### config.mk
export PLATFORM = sky130hd
export DESIGN_NAME = core_seq_ctrl
export DESIGN_NICKNAME = d
export VERILOG_FILES = /design/src/rtl/core_seq_ctrl.sv
export SDC_FILE = /design/constraint.sdc
export NUM_CORES = 1
export LEC_CHECK = 0
export ABC_AREA = 1
export BUFFER_PORTS_ARGS = -buffer_cell sky130_fd_sc_hd__buf_4
export CORE_ASPECT_RATIO = 0.7
export CORE_MARGIN = 4
export CORE_UTILIZATION = 40
export CTS_BUF_LIST = sky130_fd_sc_hd__clkbuf_16
export CTS_CLUSTER_DIAMETER = 40
export DETAILED_ROUTE_END_ITERATION = 8
export PLACE_DENSITY_LB_ADDON = 0.25
export SYNTH_ARGS = -nofsm -noshare
export SYNTH_HDL_FRONTEND = slang
export SYNTH_SLANG_ARGS = --single-unit
### constraint.sdc
create_clock -name clk -period 3.2 [get_ports clk]
set_input_delay 0 -clock clk [delete_from_list [all_inputs] [get_ports clk]]
set_output_delay 0 -clock clk [all_outputs]
set_load 0.05 [all_outputs]
### src/rtl/core_seq_ctrl.sv
// Multi-cycle RV32I sequencer: fetch, decode, execute, mem, writeback.
// Ports: imem_*/dmem_* req/gnt/rvalid buses, decoder fields in, rf_we/wb_sel/pc/retired/bus_error out.
module core_seq_ctrl #(
    parameter logic [31:0] RESET_PC    = 32'h0000_0000,
    parameter int unsigned MEM_TIMEOUT = 16
) (
    input  logic        clk,
    input  logic        rst_n,
    output logic        imem_req,
    output logic [31:0] imem_addr,
    input  logic        imem_gnt,
    input  logic        imem_rvalid,
    input  logic [31:0] imem_rdata,
    output logic [31:0] instr,
    input  logic [4:0]  alu_control,
    input  logic [2:0]  load_control,
    input  logic [2:0]  store_control,
    input  logic [2:0]  branch_control,
    input  logic [1:0]  jump_control,
    input  logic [31:0] imm,
    input  logic [31:0] alu_result,
    input  logic        branch_taken,
    output logic        dmem_req,
    output logic        dmem_we,
    input  logic        dmem_gnt,
    input  logic        dmem_rvalid,
    output logic        rf_we,
    output logic [1:0]  wb_sel,
    output logic [31:0] pc,
    output logic        retired,
    output logic        bus_error
);

    localparam logic [4:0]  ALU_NOP   = 5'd0;
    localparam logic [2:0]  LD_NOP    = 3'd0;
    localparam logic [2:0]  STR_NOP   = 3'd0;
    localparam logic [2:0]  BR_NOP    = 3'd0;
    localparam logic [1:0]  JMP_NOP   = 2'd0;
    localparam logic [1:0]  JMP_JAL   = 2'd1;
    localparam logic [1:0]  JMP_JALR  = 2'd2;
    localparam logic [31:0] NOP_INSTR = 32'h0000_0013;
    localparam logic [7:0]  TO_LAST   = 8'(MEM_TIMEOUT - 32'd1);

    typedef enum logic [2:0] {
        S_FETCH_REQ,
        S_FETCH_WAIT,
        S_DECODE,
        S_EXECUTE,
        S_MEM_REQ,
        S_MEM_WAIT,
        S_WRITEBACK,
        S_ERROR
    } state_e;

    state_e      state_q, state_d;
    logic [31:0] pc_q, npc_q, npc_d, instr_q;
    logic [7:0]  cnt_q;
    logic        imem_req_q, dmem_req_q, dmem_we_q;
    logic        rf_we_q, retired_q, bus_error_q;
    logic [1:0]  wb_sel_q, wb_sel_d;
    logic        is_load, is_store, is_branch, is_jump;
    logic        is_mem, wr_en, waiting, timeout;

    assign is_load   = load_control != LD_NOP;
    assign is_store  = store_control != STR_NOP;
    assign is_branch = branch_control != BR_NOP;
    assign is_jump   = jump_control != JMP_NOP;
    assign is_mem    = is_load | is_store;

    // Stores and branches never write the register file, even when the
    // decoder reports an ALU op for address or compare computation.
    assign wr_en = (is_load | is_jump | (alu_control != ALU_NOP))
                   & ~is_store & ~is_branch;

    assign waiting = state_q inside {S_FETCH_REQ, S_FETCH_WAIT,
                                     S_MEM_REQ, S_MEM_WAIT};
    assign timeout = cnt_q == TO_LAST;

    always_comb begin
        wb_sel_d = 2'd0;
        if (is_load) begin
            wb_sel_d = 2'd1;
        end else if (is_jump) begin
            wb_sel_d = 2'd2;
        end
    end

    always_comb begin
        npc_d = pc_q + 32'd4;
        if (is_branch && branch_taken) begin
            npc_d = pc_q + imm;
        end else if (jump_control == JMP_JAL) begin
            npc_d = pc_q + imm;
        end else if (jump_control == JMP_JALR) begin
            npc_d = alu_result & ~32'h1;
        end
    end

    // Handshake progress wins over timeout in the same cycle.
    always_comb begin
        state_d = state_q;
        unique case (state_q)
            S_FETCH_REQ: begin
                if (imem_gnt) state_d = S_FETCH_WAIT;
                else if (timeout) state_d = S_ERROR;
            end
            S_FETCH_WAIT: begin
                if (imem_rvalid) state_d = S_DECODE;
                else if (timeout) state_d = S_ERROR;
            end
            S_DECODE:    state_d = S_EXECUTE;
            S_EXECUTE:   state_d = is_mem ? S_MEM_REQ : S_WRITEBACK;
            S_MEM_REQ: begin
                if (dmem_gnt) state_d = S_MEM_WAIT;
                else if (timeout) state_d = S_ERROR;
            end
            S_MEM_WAIT: begin
                if (dmem_rvalid) state_d = S_WRITEBACK;
                else if (timeout) state_d = S_ERROR;
            end
            S_WRITEBACK: state_d = S_FETCH_REQ;
            S_ERROR:     state_d = S_ERROR;
            default:     state_d = S_ERROR;
        endcase
    end

    // Outputs are registered from the next state so each one is a clean
    // Moore output of the state being entered.
    always_ff @(posedge clk or negedge rst_n) begin
        if (!rst_n) begin
            state_q     <= S_FETCH_REQ;
            pc_q        <= RESET_PC;
            npc_q       <= RESET_PC;
            instr_q     <= NOP_INSTR;
            cnt_q       <= 8'd0;
            imem_req_q  <= 1'b1;
            dmem_req_q  <= 1'b0;
            dmem_we_q   <= 1'b0;
            rf_we_q     <= 1'b0;
            wb_sel_q    <= 2'd0;
            retired_q   <= 1'b0;
            bus_error_q <= 1'b0;
        end else begin
            state_q <= state_d;
            if (state_d != state_q || !waiting) begin
                cnt_q <= 8'd0;
            end else begin
                cnt_q <= cnt_q + 8'd1;
            end
            if (state_q == S_FETCH_WAIT && imem_rvalid) begin
                instr_q <= imem_rdata;
            end
            if (state_q == S_EXECUTE) begin
                npc_q <= npc_d;
            end
            if (state_q == S_WRITEBACK) begin
                pc_q <= npc_q;
            end
            imem_req_q  <= state_d == S_FETCH_REQ;
            dmem_req_q  <= state_d == S_MEM_REQ;
            dmem_we_q   <= (state_d == S_MEM_REQ) && is_store;
            rf_we_q     <= (state_d == S_WRITEBACK) && wr_en;
            wb_sel_q    <= (state_d == S_WRITEBACK) ? wb_sel_d : 2'd0;
            retired_q   <= state_d == S_WRITEBACK;
            bus_error_q <= state_d == S_ERROR;
        end
    end

    assign imem_req  = imem_req_q;
    assign imem_addr = pc_q;
    assign instr     = instr_q;
    assign dmem_req  = dmem_req_q;
    assign dmem_we   = dmem_we_q;
    assign rf_we     = rf_we_q;
    assign wb_sel    = wb_sel_q;
    assign pc        = pc_q;
    assign retired   = retired_q;
    assign bus_error = bus_error_q;

endmodule
==> summary.txt <==
Timing
  – Setup ws final: 0.678 ns
  – Final Hold Viols: 0
  – Period utilisation layout: 78.8%
  – Endpoints failing setup: 0
  – Setup Skew: 0.0104 ns
  – Max Slew Vio Count: 0
  – FMAX: 397 MHz
  – Final min period: 2.52 ns
  – Slew HR: 27.4%
  – Unrepaired setup endpoints after global routing: no
  – Setup TNS: 0 ns
  – Slew at the pin closest to its max-slew limit: 1.09 ns
  – WHS: 0.00665 ns

Clock network
  – Hold buffers post-CTS: 55
  – Post_cts resized: 0
  – Clk Latency, worst-skew pair: 0.41 ns
  – Num CTS Buffers: 17
  – Bufs on Longest Clock Path: 2
  – Root buf cell: clkbuf_16
  – Htree depth: 4
  – CTS sink count: 115
  – CTS tree: built
  – Postcts setup bufs: 0
  – Reg clk slew, reported paths: 0.06 ns

Logic synthesis
  – Most area-consuming cells after synthesis: dfrtp_1 32%, nand2_1 23%, inv_1 8.1%
  – Fraction of the yosys area taken by sequential cells: 33.2%
  – Top_reg_cell synth: dfrtp_1
  – Async SR Flop Fraction: 100%
  – Distinct cells, synth: 37
  – Most frequent cells after synthesis: 528 x nand2_1, 187 x inv_1, 125 x nor2_1
  – Synth Cell Area: 0.00868 mm2
  – Post-synth EDFFs: 0
  – Yosys reg bits: 115
  – Mapped Cells: 1359
  – Share of the synthesized area in the top cell type: 32.0%
  – Synth Warn #: 0
  – Mean post-synth cell area: 6.39 um2
  – Yosys top cell by area: dfrtp_1
  – Most common cell in the netlist: nand2_1
  – Post-Syn Nets: 1512

Global route
  – Largest net degree at the start of global routing: 84
  – GRT Residual Overflow: 0
  – Initial antenna violation count: 0
  – GRT Util Overall: 24.6%
  – Vias in the first global route: 8761
  – Global-route wire length before repair: 46900 um

Place
  – Placed cells: 1805
  – DP Worst Slack: 0.868 ns
  – DP HPWL: 23300 um
  – Gpl congestion: 0.966
  – DP Area: 0.0104 mm2
  – # port buffers: 221

Die
  – Num ports: 223
  – Core area: 0.0210 mm2
  – Rows: 44
  – Initial Util: 41.3%
  – Die H: 131 um
  – Die Wd: 184 um
  – Die area: 0.0242 mm2

Worst setup path
  – Slowest stage cell, crit path: dlygate4sd3_1
  – Crit path max fanout: 20
  – Worst reg2reg path startpoint: state_q[0]
  – Crit Path Category: reg -> reg
  – Bufs and invs on worst path: 2
  – Cell family with most CP delay: simple AND/OR/NAND/NOR gates
  – Required time of the critical path: 3.50 ns
  – Worst R2R Setup Slack: 0.68 ns
  – Worst endpoint data arrival time: 2.82 ns
  – Most common cell on crit path: nand2_1
  – CP Launch Type: flop
  – Worst path cell trace: nand2_1 -> inv_1 -> nand2_1 -> nor3_1 -> nor2_1 -> nand3_1 -> nand2_1 -> nand2_1 -> nor3_2 -> dlygate4sd3_1
  – Crit end category: flop
  – Crit path from: state_q[0]
  – CP max stage delay: 0.55 ns

Routing
  – Per-cell routed wire length: 15.9 um
  – Post-Route WL: 30000 um
  – DR pass1 iterations: 5
  – DRC Markers: 0
  – DRT iter0 DRCs: 919
  – Post-DRT Antenna Nets: 0
  – Routed vias: 9329
  – Via density per instance: 4.93

Finish
  – Post-route design area: 0.0115 mm2
  – N_diodes: 0
  – Final non-filler cell total: 1892
  – Layout cell share with drive strength beyond 1: 18.8%
  – Synth-to-Final Area Change: 32.7%
  – Final Net Count: 1756

Power and ir drop
  – Maximum VDD drop: 468 uV
  – Static leakage: 6.40 nW
  – PD cells: 1100 mW/mm2

Flow run
  – Max Cap Violations: 0

Status
  – Outcome: completed

Worst hold path
  – Hold_sp: alu_result[11]
  – Hold Path Class: in -> reg
## cell families after synthesis
logic type / share of synthesized area (%)
flops: 33.2
mux: 1.04
xor+xnor: 2.32
buf+inv: 12.8
simple gates: 35.5
compound gates: 10.2
fa+ha+maj: 4.99
## placed cells by master, fill, tap and decap left out, drive strengths merged
cell type,instances
nand2,530
buf,233
inv,194
nor2,130
dfrtp,111
a21oi,98
nand3,80
dlygate4sd3,55
o21ai,53
ha,33
xor2,18
clkbuf,17
nor3,13
clkinv,9
nand4,8
mux2,6
xnor2,5
and2,4
o21bai,4
dfstp,4
o211ai,3
bufinv,2
and3,1
a21o,1
nor4,1
o22ai,1
fa,1
clkinvlp,1
## state kept, by name (all words and copies together), names as in the netlist, 2 cells and up
name,cells
instr,32
wb_sel,2
npc_q,32
imem_addr,32
cnt_q,8
state_q,3
## metrics by stage
| step | power [W] | utilization [%] |
|---|---|---|
| floorplan | 0.00849 | - |
| global placement | 0.0106 | 49.5 |
| detailed placement | 0.0107 | 49.5 |
| CTS | 0.0126 | 54.8 |
| global route | 0.0136 | 54.8 |
| finish | 0.0127 | 54.8 |
## final timing paths
| path | end | cells after the start |
|---|---|---|
| worst max-delay path | dmem_we | 10 |
| worst min-delay path | npc_q[11] | 5 |
| worst max register to register | dmem_we | 10 |
| worst min register to register | instr[4] | 2 |
| max in group asynchronous | instr[4] | 3 |
| min in group asynchronous | instr[2] | 2 |
## worst min-delay path, cell delays in order
cell and delay, ns:
buf_4 0.08, a21oi_1 0.05, a21oi_1 0.14, nand2_1 0.05, o21ai_0 0.06
## report_power, final
| group | internal (W) | total [W] | switching [W] |
|---|---|---|---|
| clock network | 0.00112 | 0.00179 | 0.000667 |
| logic | 0.00244 | 0.00792 | 0.00548 |
| registers | 0.00211 | 0.00294 | 0.000832 |
## routing by layer
metal | GRT usage (%) | part of all wire (%) | vias up
li1 | - | - | 4677
met1 | 36.9 | 48 | 4291
met2 | 36.0 | 42 | 334
met3 | 5.61 | 9.3 | 27
met4 | 5.50 | 1.4 | 0
met5 | 0 | 0 | -
## layout make-up
class	instances	area [um2]
flip-flops and latches	115	2880
fillers	2090	9510
clock inverters	15	129
inverters	191	717
repair buffers	288	2310
multi-input cells	990	4710
clock buffers	17	425
well taps	276	345
(Power assumes the default switching activity.)
